### src/rtl/serial_arith_pkg.sv
// Shared types and constants for the bit-serial arithmetic units.
package serial_arith_pkg;

  // Operation sequencing: wait for start, shift one bit per cycle, present result.
  typedef enum logic [1:0] {
    IDLE = 2'd0,
    RUN  = 2'd1,
    DONE = 2'd2
  } ser_state_t;

  // Default operand/result width used when the parameter is not overridden.
  localparam int SER_WIDTH_DEFAULT = 8;

endpackage : serial_arith_pkg

### src/rtl/full_subtractor.sv
// One-bit full subtractor cell: computes x - y - bin.
module full_subtractor (
  input  logic x,
  input  logic y,
  input  logic bin,
  output logic d,
  output logic bout
);

  logic w_xy_diff;

  // Difference bit and borrow-out of a single subtract step.
  always_comb begin
    w_xy_diff = x ^ y;
    d         = w_xy_diff ^ bin;
    bout      = (~x & y) | (~w_xy_diff & bin);
  end

endmodule : full_subtractor

### src/rtl/serial_subtractor.sv
// Bit-serial two's-complement subtractor: A - B - Bin, LSB first, one bit per
// clock through a single full-subtractor cell and a borrow flip-flop.
//
// Handshake: an operation is accepted on a rising edge where start=1 and
// ready=1 (ready is high only in IDLE). valid is a one-cycle pulse in DONE;
// diff/bout/ovf are registered, change only on entry to DONE, and then hold
// until the next operation completes. start outside IDLE is ignored.
module serial_subtractor
  import serial_arith_pkg::*;
#(
  parameter int WIDTH = SER_WIDTH_DEFAULT
) (
  input  logic             clk,
  input  logic             rst_n,
  input  logic             start,
  input  logic [WIDTH-1:0] a,
  input  logic [WIDTH-1:0] b,
  input  logic             bin,
  output logic             ready,
  output logic             valid,
  output logic [WIDTH-1:0] diff,
  output logic             bout,
  output logic             ovf
);

  // Counter only has to reach WIDTH-1; the DONE transition happens there.
  localparam int CNT_W = (WIDTH > 1) ? $clog2(WIDTH) : 1;
  localparam logic [CNT_W-1:0] CNT_LAST = CNT_W'(WIDTH - 1);

  ser_state_t       r_state;
  ser_state_t       w_next_state;

  logic [WIDTH-1:0] r_a_sh;
  logic [WIDTH-1:0] r_b_sh;
  logic             r_borrow;
  logic [CNT_W-1:0] r_cnt;
  logic [WIDTH-1:0] r_res;
  logic             r_a_msb;
  logic             r_b_msb;
  logic [WIDTH-1:0] r_diff;
  logic             r_bout;
  logic             r_ovf;

  logic             w_bit;
  logic             w_bit_borrow;
  logic             w_last;
  logic [WIDTH-1:0] w_res_next;

  // The single per-cycle bit cell.
  full_subtractor u_cell (
    .x    (r_a_sh[0]),
    .y    (r_b_sh[0]),
    .bin  (r_borrow),
    .d    (w_bit),
    .bout (w_bit_borrow)
  );

  // Result word including the bit produced this cycle; used on the final
  // step so the published diff already contains the MSB.
  always_comb begin
    w_res_next = {w_bit, r_res[WIDTH-1:1]};
    w_last     = (r_state == RUN) && (r_cnt == CNT_LAST);
  end

  // State register.
  always_ff @(posedge clk or negedge rst_n) begin
    if (!rst_n) begin
      r_state <= IDLE;
    end else begin
      r_state <= w_next_state;
    end
  end

  // Next-state logic.
  always_comb begin
    w_next_state = r_state;
    case (r_state)
      IDLE:    if (start) w_next_state = RUN;
      RUN:     if (w_last) w_next_state = DONE;
      DONE:    w_next_state = IDLE;
      default: w_next_state = IDLE;
    endcase
  end

  // Handshake outputs decoded from the state register only.
  always_comb begin
    ready = (r_state == IDLE);
    valid = (r_state == DONE);
  end

  // Operand capture, bit-serial shifting and result/flag publication.
  always_ff @(posedge clk or negedge rst_n) begin
    if (!rst_n) begin
      r_a_sh   <= '0;
      r_b_sh   <= '0;
      r_borrow <= 1'b0;
      r_cnt    <= '0;
      r_res    <= '0;
      r_a_msb  <= 1'b0;
      r_b_msb  <= 1'b0;
      r_diff   <= '0;
      r_bout   <= 1'b0;
      r_ovf    <= 1'b0;
    end else begin
      case (r_state)
        IDLE: begin
          if (start) begin
            r_a_sh   <= a;
            r_b_sh   <= b;
            r_borrow <= bin;
            r_cnt    <= '0;
            r_res    <= '0;
            r_a_msb  <= a[WIDTH-1];
            r_b_msb  <= b[WIDTH-1];
          end
        end
        RUN: begin
          r_a_sh   <= r_a_sh >> 1;
          r_b_sh   <= r_b_sh >> 1;
          r_borrow <= w_bit_borrow;
          r_res    <= w_res_next;
          r_cnt    <= r_cnt + CNT_W'(1);
          if (w_last) begin
            r_diff <= w_res_next;
            r_bout <= w_bit_borrow;
            // Signed overflow: operands of opposite sign and the result sign
            // differs from the minuend sign.
            r_ovf  <= (r_a_msb != r_b_msb) && (w_bit != r_a_msb);
          end
        end
        default: begin
          // DONE: nothing to update; outputs already hold the result.
        end
      endcase
    end
  end

  // Published results.
  always_comb begin
    diff = r_diff;
    bout = r_bout;
    ovf  = r_ovf;
  end

endmodule : serial_subtractor

### config.mk
export PLATFORM = sky130hd
export DESIGN_NAME = serial_subtractor
export DESIGN_NICKNAME = d
export VERILOG_FILES = /design/src/rtl/serial_arith_pkg.sv /design/src/rtl/full_subtractor.sv /design/src/rtl/serial_subtractor.sv
export SDC_FILE = /design/constraint.sdc
export NUM_CORES = 1
export LEC_CHECK = 0
export BUFFER_PORTS_ARGS = -buffer_cell sky130_fd_sc_hd__buf_2
export CORE_UTILIZATION = 45
export DETAILED_ROUTE_END_ITERATION = 7
export GPL_TIMING_DRIVEN = 0
export PLACE_DENSITY = 0.78
export SYNTH_ARGS = -nofsm -noshare
export SYNTH_HDL_FRONTEND = slang
export SYNTH_SLANG_ARGS = --single-unit
### constraint.sdc
create_clock -name clk -period 1.4 [get_ports clk]
set_input_delay 0.21 -clock clk [delete_from_list [all_inputs] [get_ports clk]]
set_output_delay 0.21 -clock clk [all_outputs]
set_load 0.02 [all_outputs]
# Word-level counts from Yosys, hierarchy flattened
# Index checks and enable logic that the tools add are counted.
[word_totals]
wordCells = 47
reg_bits = 42
output_inout_bits = 12
[op_classes]
n_eq_ne = 7
bitwise = 7
reduce_logical = 8
add_sub_neg = 1
n_mux = 13
[ops]
columns = ["op", "n"]
rows = [
  ["8-bit case mux with 2 select lines", 3],
  ["8-bit two-way mux", 3],
  ["2-bit AND reduction", 4],
  ["3-bit case mux with 2 select lines", 1],
  ["2-bit two-way mux", 2],
  ["2-bit inequality test (second input constant)", 2],
  ["2-bit case mux with 2 select lines", 1],
  ["3-bit by 1-bit adder with 3-bit output (second input constant)", 1],
  ["3-bit equality test (second input constant)", 1],
  ["3-bit two-way mux", 1],
  ["1-bit bitwise AND", 2],
  ["2-bit by 1-bit equality test with 1-bit output (second input constant)", 1],
  ["2-bit equality test (second input constant)", 1],
  ["1-bit logical AND", 2],
  ["2-bit zero test", 1],
  ["1-bit inequality test", 2],
  ["1-bit NOT", 2],
  ["1-bit case mux with 2 select lines", 1],
  ["2-bit nonzero test", 1],
  ["1-bit bitwise XOR", 2],
  ["1-bit two-way mux", 1],
  ["1-bit bitwise OR", 1],
]

# Longest topological paths before layout
# Gate-level depths: netlist (run 1).
[logic_depth]
ltp_word = 5
mapped_depth = 6

# Hierarchy
# A second synthesis (run 1) with hierarchy kept.
[unflattened]
hier_cells = 164
hier_area_um2 = 1844.3
[by_module_without_submodules]
columns = ["mod", "area_each_um2", "instances", "cells_per_inst"]
rows = [
  ["serial_subtractor", 1813.0, 1, 160],
  ["full_subtractor", 31.3, 1, 4],
]

# Worst setup path before layout (run 1)
# No wires, ideal clock.
[synth_timing]
path_type = "reg2reg"
from = "register r_cnt[0]"
to = "register r_diff[3], in the netlist diff[3]"
path_stages_with_launch = 6
arrival_ns = 1.350
setup_slack_ns = -0.078
synth_period_minus_slack_ns = 1.478
required_time_ns = 1.272
setup_ns = 0.128
path_cell_list = "dfrtp_1 > ha_1 > ha_1 > nand3b_2 > buf_4 > mux2_1"
[synth_between]
elab_chain_cells = 3
[synth_rtl]
columns = ["element", "line", "source"]
rows = [
  ["start, declared", "serial_subtractor.sv:36", "logic [CNT_W-1:0] r_cnt;"],
  ["start signal, assigned", "serial_subtractor.sv:122", "r_cnt <= r_cnt + CNT_W'(1);"],
  ["3-bit equality test", "serial_subtractor.sv:62", "w_last = (r_state == RUN) && (r_cnt == CNT_LAST);"],
  ["1-bit logical AND", "serial_subtractor.sv:62", ""],
  ["2-bit AND reduction (no line)", "-", ""],
  ["end signal, assigned", "serial_subtractor.sv:124", "r_diff <= w_res_next;"],
  ["end, declared", "serial_subtractor.sv:40", "logic [WIDTH-1:0] r_diff;"],
]
# Every way passes these cells.
# A chain may end at the register's enable or synchronous reset.

# Worst setup path in the final report (run 1)
[layout_timing]
from = "register r_borrow"
to = "register r_ovf, in the netlist ovf"
[layout_between]
elab_chain_cells = 3
[layout_rtl]
columns = ["element", "line", "source"]
rows = [
  ["start, declared", "serial_subtractor.sv:35", "logic r_borrow;"],
  ["start signal, assigned", "serial_subtractor.sv:110", "r_borrow <= bin;"],
  ["start signal, assigned", "serial_subtractor.sv:120", "r_borrow <= w_bit_borrow;"],
  ["1-bit bitwise XOR", "full_subtractor.sv:15", "d = w_xy_diff ^ bin;"],
  ["named net u_cell.d", "full_subtractor.sv:6", "output logic d,"],
  ["1-bit inequality test", "serial_subtractor.sv:128", "r_ovf <= (r_a_msb != r_b_msb) && (w_bit != r_a_msb);"],
  ["1-bit logical AND", "serial_subtractor.sv:128", ""],
  ["end signal, assigned", "serial_subtractor.sv:128", ""],
  ["end, declared", "serial_subtractor.sv:42", "logic r_ovf;"],
]
# The timed path passes the listed nets, and every way through them passes these cells.

==> run_results.csv, run 1 <==
group,metric,value,unit
clocking,htree_num_levels,2,
power_and_ir_drop,internal_power,3.43,mW
placement,dp_cells,243,
critical_path,critPathKind,"reg -> reg",
timing,rsz0062_at_grt,"yes",
global_routing,grt_pass1_wl,6510,µm
final_layout,n_antenna_cell,0,
timing,fin_hold_ws,0.0397,ns
detailed_routing,vias,1484,
global_routing,antenna_found_initial,0,
power_and_ir_drop,seqPwrFrac,39.5,%
yosys,syn-num-nets,187,
power_and_ir_drop,combPwrFrac,41.9,%
clocking,clk_latency,0.30,ns
critical_path,cp.required,1.62,ns
final_layout,finalInstanceArea,2370,µm²
global_routing,grt_pass1_vias,1419,
final_layout,layout.nets,234,
yosys,yosysWarnings,0,
timing,min_period,1.47,ns
clocking,cts_tree,"done",
placement,dp_hpwl,2630,µm
global_routing,gr-usage-all-layers,20.4,%
yosys,yosysUniqueCellTypes,25,
clocking,cts_made_buffers,5,
global_routing,grt_max_degree,42,
timing,clock_skew,0.0113,ns
yosys,ys_ff_latch,41,
critical_path,reg2reg_from,"r_borrow",
final_layout,num-fill-cells,304,
timing,hold_violations,0,
placement,port_buffers,31,
power_and_ir_drop,power_density,2220,nW/µm²
detailed_routing,drt_first_iter_violations,89,
placement,postPlaceCellArea,2070,µm²
power_and_ir_drop,total_power,5.27,mW
detailed_routing,dr.pass1.iters,4,
critical_path,critPathArrivalTime,1.68,ns
placement,gp_congestion,0.756,
critical_path,rrSetupSlack,-0.07,ns
yosys,yosysTopAreaCellShare,55.7,%
detailed_routing,postRouteAntennaNets,0,
yosys,synth_cells,164,
power_and_ir_drop,p_leak,1.14,nW
floorplanning,core,3800,µm²
floorplanning,die_w,66.0,µm
detailed_routing,via_per_inst,5.71,
timing,setup_viol,7,
power_and_ir_drop,p_clk_share,18.6,%
timing,fin_ws,-0.0671,ns
power_and_ir_drop,p_switching,1.84,mW
clocking,cts_root_buf,"clkbuf_8",
critical_path,startpoint_type,"flip-flop",
timing,tightest_slew,0.897,ns
power_and_ir_drop,switching_share,34.9,%
detailed_routing,drc,0,
floorplanning,dieArea,4350,µm²
timing,drv_slew,0,
yosys,synth_top_area_cell,"dfrtp_1",
detailed_routing,totalWireLength,4080,µm
yosys,avgSynthCellArea,11.2,µm²
yosys,netlist_area,1840,µm²
global_routing,grt-ovfl-total,0,
critical_path,cp-end-kind,"flip-flop",
final_layout,layout-drive-gt1-share,37.3,%
timing,tns,-0.162,ns
final_layout,area_delta_synth_final,28.9,%
critical_path,r2r-end,"ovf",
outcome,violations,"setup timing",
critical_path,reg2reg_depth,5,
timing,relSlewSlack,40.2,%
floorplanning,io_pins,32,
clocking,clock-sinks,41,
floorplanning,start_util,48.5,%
placement,place_ws,-0.0945,ns
final_layout,fin_cells,260,
clocking,path_clk_slew,0.08,ns
floorplanning,rows,22,
clocking,clock_path_buffers,2,
yosys,seq_area_frac_synth,55.7,%
detailed_routing,wire_per_inst,15.7,µm
job,cap_violations,0,
min_path,hp-class,"in -> async",
critical_path,worst-path-max-fanout,4,
outcome,outcome,"finished with violations",
timing,period_share,105,%
floorplanning,fp.dieH,66.0,µm
yosys,synth_area_leaders,"dfrtp_1 56%, mux2_1 6.1%, nor2b_1 6.1%",
power_and_ir_drop,ir_drop,1.08,mV
final_layout,final_core_util,62.5,%
timing,fmax,682,MHz
==> critical path, cell delays in order, from the launching register on <==
cell	delay, ns
dfrtp_1	0.37
inv_2	0.06
fa_2	0.62
nor2b_1	0.14
a21oi_1	0.07
o21ai_1	0.12
==> synthesized netlist by cell type <==
master and n:
mux2i_1 1, nor2b_1 18, o21bai_1 1, clkbuf_1 3, nand2_1 6, dfrtp_1 41
a2bb2oi_1 3, o21ai_0 1, nor3b_1 1, buf_2 8, and2b_1 1, and3b_1 1
a21oi_1 16, nand2b_1 1, inv_1 3, a22o_1 9, inv_2 1, nor2_1 2
o21ai_1 19, fa_1 1, nand3b_2 1, mux2_1 10, ha_1 2, a22oi_1 13
buf_4 1
==> area by class of cell <==
| cell class | instances | area (µm²) | share of cell area [%] |
|---|---|---|---|
| sequential | 41 | 1030 | 43.3 |
| multi-input combinational | 107 | 820 | 34.5 |
| timing repair buffer | 40 | 238 | 10.0 |
| buffer | 12 | 96.3 | 4.06 |
| clock buffer | 7 | 86.3 | 3.64 |
| tap | 48 | 60.1 | 2.53 |
| clock inverter | 1 | 30.0 | 1.27 |
| inverter | 4 | 15.0 | 0.633 |
==> state kept, by name (all words and copies together), names as in the netlist <==
| name | count |
|---|---|
| bout | 1 |
| diff | 8 |
| ovf | 1 |
| r_a_msb | 1 |
| r_a_sh | 8 |
| r_b_msb | 1 |
| r_b_sh | 8 |
| r_borrow | 1 |
| r_cnt | 3 |
| r_res | 7 |
| r_state | 2 |
==> repair_timing <==
item,CTS,global route
setup buffers,7,2
endpoints found under the setup margin,10,24
hold buffers,0,0
endpoints found under the hold margin,0,0
pin swaps,5,2
gates resized for setup,17,18
==> logic make-up after synthesis <==
family	share of synthesized area [%]
AOI/OAI and AO/OA	21.2
DFF	55.7
and+or+nand+nor	9.99
buffers and inverters	4.01
muxes	6.66
adders and majority gates	2.45
==> worst max-delay path by stage <==
stage               slack, ns      start       to  cells after the start
finish                  -0.07   r_borrow      ovf                      5
global route            -0.09   r_borrow      ovf                      5
CTS                     -0.08  r_b_sh[0]      ovf                      5
detailed placement      -0.09   r_cnt[0]  diff[7]                      5
global placement        -0.06   r_cnt[0]  diff[6]                      5
floorplan                0.01   r_cnt[0]  diff[3]                      5
==> layer usage <==
layer  GRT usage (%)  share of wire [%]  vias up
met5               0                  0        -
met4            4.52               0.61        0
met3            6.90                4.8        5
met2            32.9                 48       36
met1            26.5                 46      766
li1                -                  -      677
==> power by group through the flow <==
stage | sequential (mW) | clock, mW | combinational [mW]
after global placement | 2.03 | 0 | 1.70
after CTS | 2.04 | 0.986 | 2.03
final | 2.08 | 0.980 | 2.21
after detailed placement | 2.06 | 0 | 1.78
after global routing | 2.13 | 1.05 | 2.40
after floorplan | 2.11 | 0 | 1.18
==> placed cells by master, fill, tap and decap left out <==
cell / netlist / layout
buf_4: 1 / 11
nand3b_4: 0 / 1
buf_2: 8 / 35
nor2b_1: 18 / 17
a21oi_1: 16 / 16
nor2b_4: 0 / 1
clkbuf_1: 3 / 2
fa_2: 0 / 1
mux2i_1: 1 / 1
dfrtp_1: 41 / 39
inv_2: 1 / 3
nor3b_2: 0 / 1
buf_12: 0 / 1
nand2b_1: 1 / 1
o21bai_1: 1 / 1
mux2_1: 10 / 1
a22o_1: 9 / 9
o21ai_0: 1 / 1
a22oi_1: 13 / 12
clkbuf_8: 0 / 6
inv_1: 3 / 1
ha_4: 0 / 1
ha_2: 0 / 1
dfrtp_2: 0 / 2
a2bb2oi_1: 3 / 3
o21ai_1: 19 / 19
a22oi_2: 0 / 1
bufinv_16: 0 / 1
mux2_4: 0 / 9
buf_6: 0 / 2
and2b_1: 1 / 1
and3b_1: 1 / 1
nor2_1: 2 / 2
nand2_1: 6 / 6
buf_8: 0 / 2
Note: power is estimated with default switching activity, not from simulation.
==> run 2: changes to the inputs <==
--- a/config.mk
+++ b/config.mk
@@ -5,11 +5,13 @@
 export SDC_FILE = /design/constraint.sdc
 export NUM_CORES = 1
 export LEC_CHECK = 0
+export ABC_AREA = 1
 export BUFFER_PORTS_ARGS = -buffer_cell sky130_fd_sc_hd__buf_2
 export CORE_UTILIZATION = 45
 export DETAILED_ROUTE_END_ITERATION = 7
 export GPL_TIMING_DRIVEN = 0
 export PLACE_DENSITY = 0.78
+export RECOVER_POWER = 25
 export SYNTH_ARGS = -nofsm -noshare
 export SYNTH_HDL_FRONTEND = slang
 export SYNTH_SLANG_ARGS = --single-unit
==> run 2 against run 1 <==
Effect of this change: the flow now finishes without violations; non-clock buffer count decreased by 5; clock power decreased by 24%; sequential power decreased by 5%; clock skew decreased by 0.0028 ns; hold slack improved by 0.028 ns; worst setup slack improved by 0.084 ns; sequential share of layout area increased by 2.0 points; combinational power increased by 6%; global-route usage decreased by 1.3 points; register-to-register slack improved by 0.08 ns; fmax increased by 6.1%; largest cell class unchanged.
==> run_results.csv, run 2 <==
group,metric,value,unit
final_layout,multi_input_area,714,µm²
timing,tightest_slew,0.990,ns
detailed_routing,postRouteAntennaNets,0,
clocking,cts_tree,"done",
outcome,outcome,"completed",
clocking,cts_made_buffers,5,
final_layout,n_antenna_cell,0,
yosys,ys_ff_latch,41,
power_and_ir_drop,p_leak,1.24,nW
yosys,synth_edf_count,0,
clocking,cts_hold_buf,0,
detailed_routing,drt_first_iter_violations,78,
critical_path,slowest_delay,0.59,ns
critical_path,cp_cell_sequence,"inv_2 -> fa_1 -> inv_2 -> nand3_2 -> nand2_1 -> nand2_1 -> nand2_1",
critical_path,slowest_stage,"fa_1",
floorplanning,dieArea,4410,µm²
placement,port_buffers,31,
critical_path,rrSetupSlack,0.02,ns
detailed_routing,via_per_inst,4.93,
global_routing,grtUsageMet2,30.4,%
critical_path,startpoint_type,"flip-flop",
timing,drv_slew,0,
min_path,hp-class,"in -> async",
yosys,avgSynthCellArea,8.37,µm²
clocking,clock-sinks,41,
timing,fmax,723,MHz
timing,setup_viol,0,
job,cap_violations,0,
detailed_routing,totalWireLength,3920,µm
floorplanning,die_w,66.4,µm
floorplanning,core,4000,µm²
detailed_routing,wire_per_inst,12.3,µm
yosys,synth_area_leaders,"dfrtp_1 55%, nand2_1 21%, nand3_1 4.8%",
global_routing,antenna_found_initial,0,
timing,tns,0,ns
yosys,netlist_area,1870,µm²
clocking,clk_latency,0.29,ns
critical_path,path_common_cell,"nand2_1",
yosys,synthAdderAreaFrac,2.41,%
floorplanning,fp.dieH,66.4,µm
placement,gp_congestion,0.820,
global_routing,grt_pass1_vias,1441,
yosys,synthTopCellsByCount,"106 x nand2_1, 41 x dfrtp_1, 18 x nand3_1",
timing,fin_ws,0.0168,ns
timing,min_period,1.38,ns
yosys,synthSimpleGateAreaFrac,28.0,%
global_routing,met1_usage,25.4,%
clocking,htree_num_levels,2,
timing,relSlewSlack,34.0,%
timing,fin_hold_ws,0.0681,ns
global_routing,gr-usage-all-layers,19.1,%
yosys,synth_compound_area_share,6.50,%
critical_path,cp.required,1.58,ns
yosys,synth_top_family_by_area,"simple AND/OR/NAND/NOR gates",
detailed_routing,dr.pass1.iters,4,
yosys,postSynth.asyncResetShare,100,%
global_routing,grt-ovfl-total,0,
yosys,synth_top_area_cell,"dfrtp_1",
yosys,post-synth-top-count-cell,"nand2_1",
yosys,yosysUniqueCellTypes,17,
final_layout,num-fill-cells,358,
yosys,yosysWarnings,0,
yosys,yosysTopAreaCellShare,55.0,%
final_layout,final-seq-area,1030,µm²
final_layout,layout-drive-gt1-share,24.9,%
floorplanning,rows,23,
clocking,cts_root_buf,"clkbuf_8",
timing,clock_skew,0.00853,ns
global_routing,grtUsageMet3,3.62,%
critical_path,worst-path-max-fanout,3,
critical_path,reg2reg_from,"r_b_sh[0]",
yosys,syn-num-nets,246,
power_and_ir_drop,power_density,2240,nW/µm²
global_routing,grt_max_degree,42,
yosys,synth_mux_area_share,0,%
placement,place_ws,0.0461,ns
timing,hold_violations,0,
detailed_routing,vias,1572,
critical_path,timing.critical_path.buf_inv,2,
global_routing,grt_pass1_wl,6350,µm
critical_path,critPathKind,"reg -> reg",
placement,dp_hpwl,2630,µm
detailed_routing,drc,0,
power_and_ir_drop,ir_drop,0.816,mV
floorplanning,start_util,46.7,%
final_layout,area_delta_synth_final,21.4,%
yosys,synth-xor-area-share,0,%
final_layout,layout.nets,291,
yosys,synth_flop_cell,"dfrtp_1",
critical_path,crit_path_start,"r_b_sh[0]",
yosys,synth_cells,223,
critical_path,cp-end-kind,"flip-flop",
final_layout,layout_commonest_cell,"nand2_1",
clocking,clock_path_buffers,2,
global_routing,top_usage_layer,"met2",
critical_path,cpLargestDelayFamily,"adder cells",
yosys,seq_area_frac_synth,55.0,%
critical_path,critPathArrivalTime,1.56,ns
clocking,path_clk_slew,0.08,ns
final_layout,final_cell_mix,"106 x nand2_1, 40 x dfrtp_1, 29 x buf_2, 17 x nand3_1",
floorplanning,io_pins,32,
timing,period_share,98.8,%
[run 2: cell families after synthesis]
group | Yosys count
compound gates | 22
fa+ha+maj | 3
buf+inv | 27
flops | 41
simple gates | 130
[run 2: routing by layer]
| metal | wire length [µm] | vias up |
|---|---|---|
| li1 | - | 782 |
| met1 | 1770 | 759 |
| met2 | 1950 | 23 |
| met3 | 112 | 8 |
| met4 | 80 | 0 |
| met5 | 0 | - |
[run 2: final cells by class]
class	count	area share (%)
Sequential cell	41	45.3
Multi-Input combinational cell	155	31.5
Timing Repair Buffer	38	9.44
Buffer	9	4.14
Clock buffer	6	3.20
Inverter	18	3.20
Tap cell	50	2.76
Clock inverter	2	0.442
[run 2: path summary, 6_finish.rpt]
kind,to,cells after the start
min in group clk,r_borrow,3
hold / removal,r_a_sh[4],1
hold reg to reg,diff[0],2
setup / recovery,ovf,7
setup reg to reg,ovf,7
max in group asynchronous,r_state[1],1
[run 2: timing repair]
item                       in CTS  in global routing
resized for setup               7                  9
setup buffers                   4                  3
hold endpoints to repair        0                  0
pin swaps                       0                  4
setup endpoints to repair       1                 14
[run 2: metrics by stage]
step           std cells  area (µm²)  total power [mW]  util, %
3_3_place_gp         304        2080              4.02     52.1
5_1_grt              319        2270              5.47     56.7
2_1_floorplan        223        1870              3.51        -
6_report             319        2270              5.07     56.7
4_1_cts              316        2220              4.95     55.4
3_5_place_dp         304        2080              4.11     52.1
[run 2: worst reg2reg max path, stage by stage (launching register included)]
cell and delay (ns):
dfrtp_1 0.37, inv_2 0.05, fa_1 0.59, inv_2 0.07, nand3_2 0.05, nand2_1 0.04, nand2_1 0.05, nand2_1 0.05
[run 2: power breakdown]
group	switching [mW]	internal (mW)	leakage, nW
Combinational	1.43	0.915	0.681
Clock	0.397	0.346	0.0450
Sequential	0.281	1.70	0.518
Total	2.10	2.96	1.24
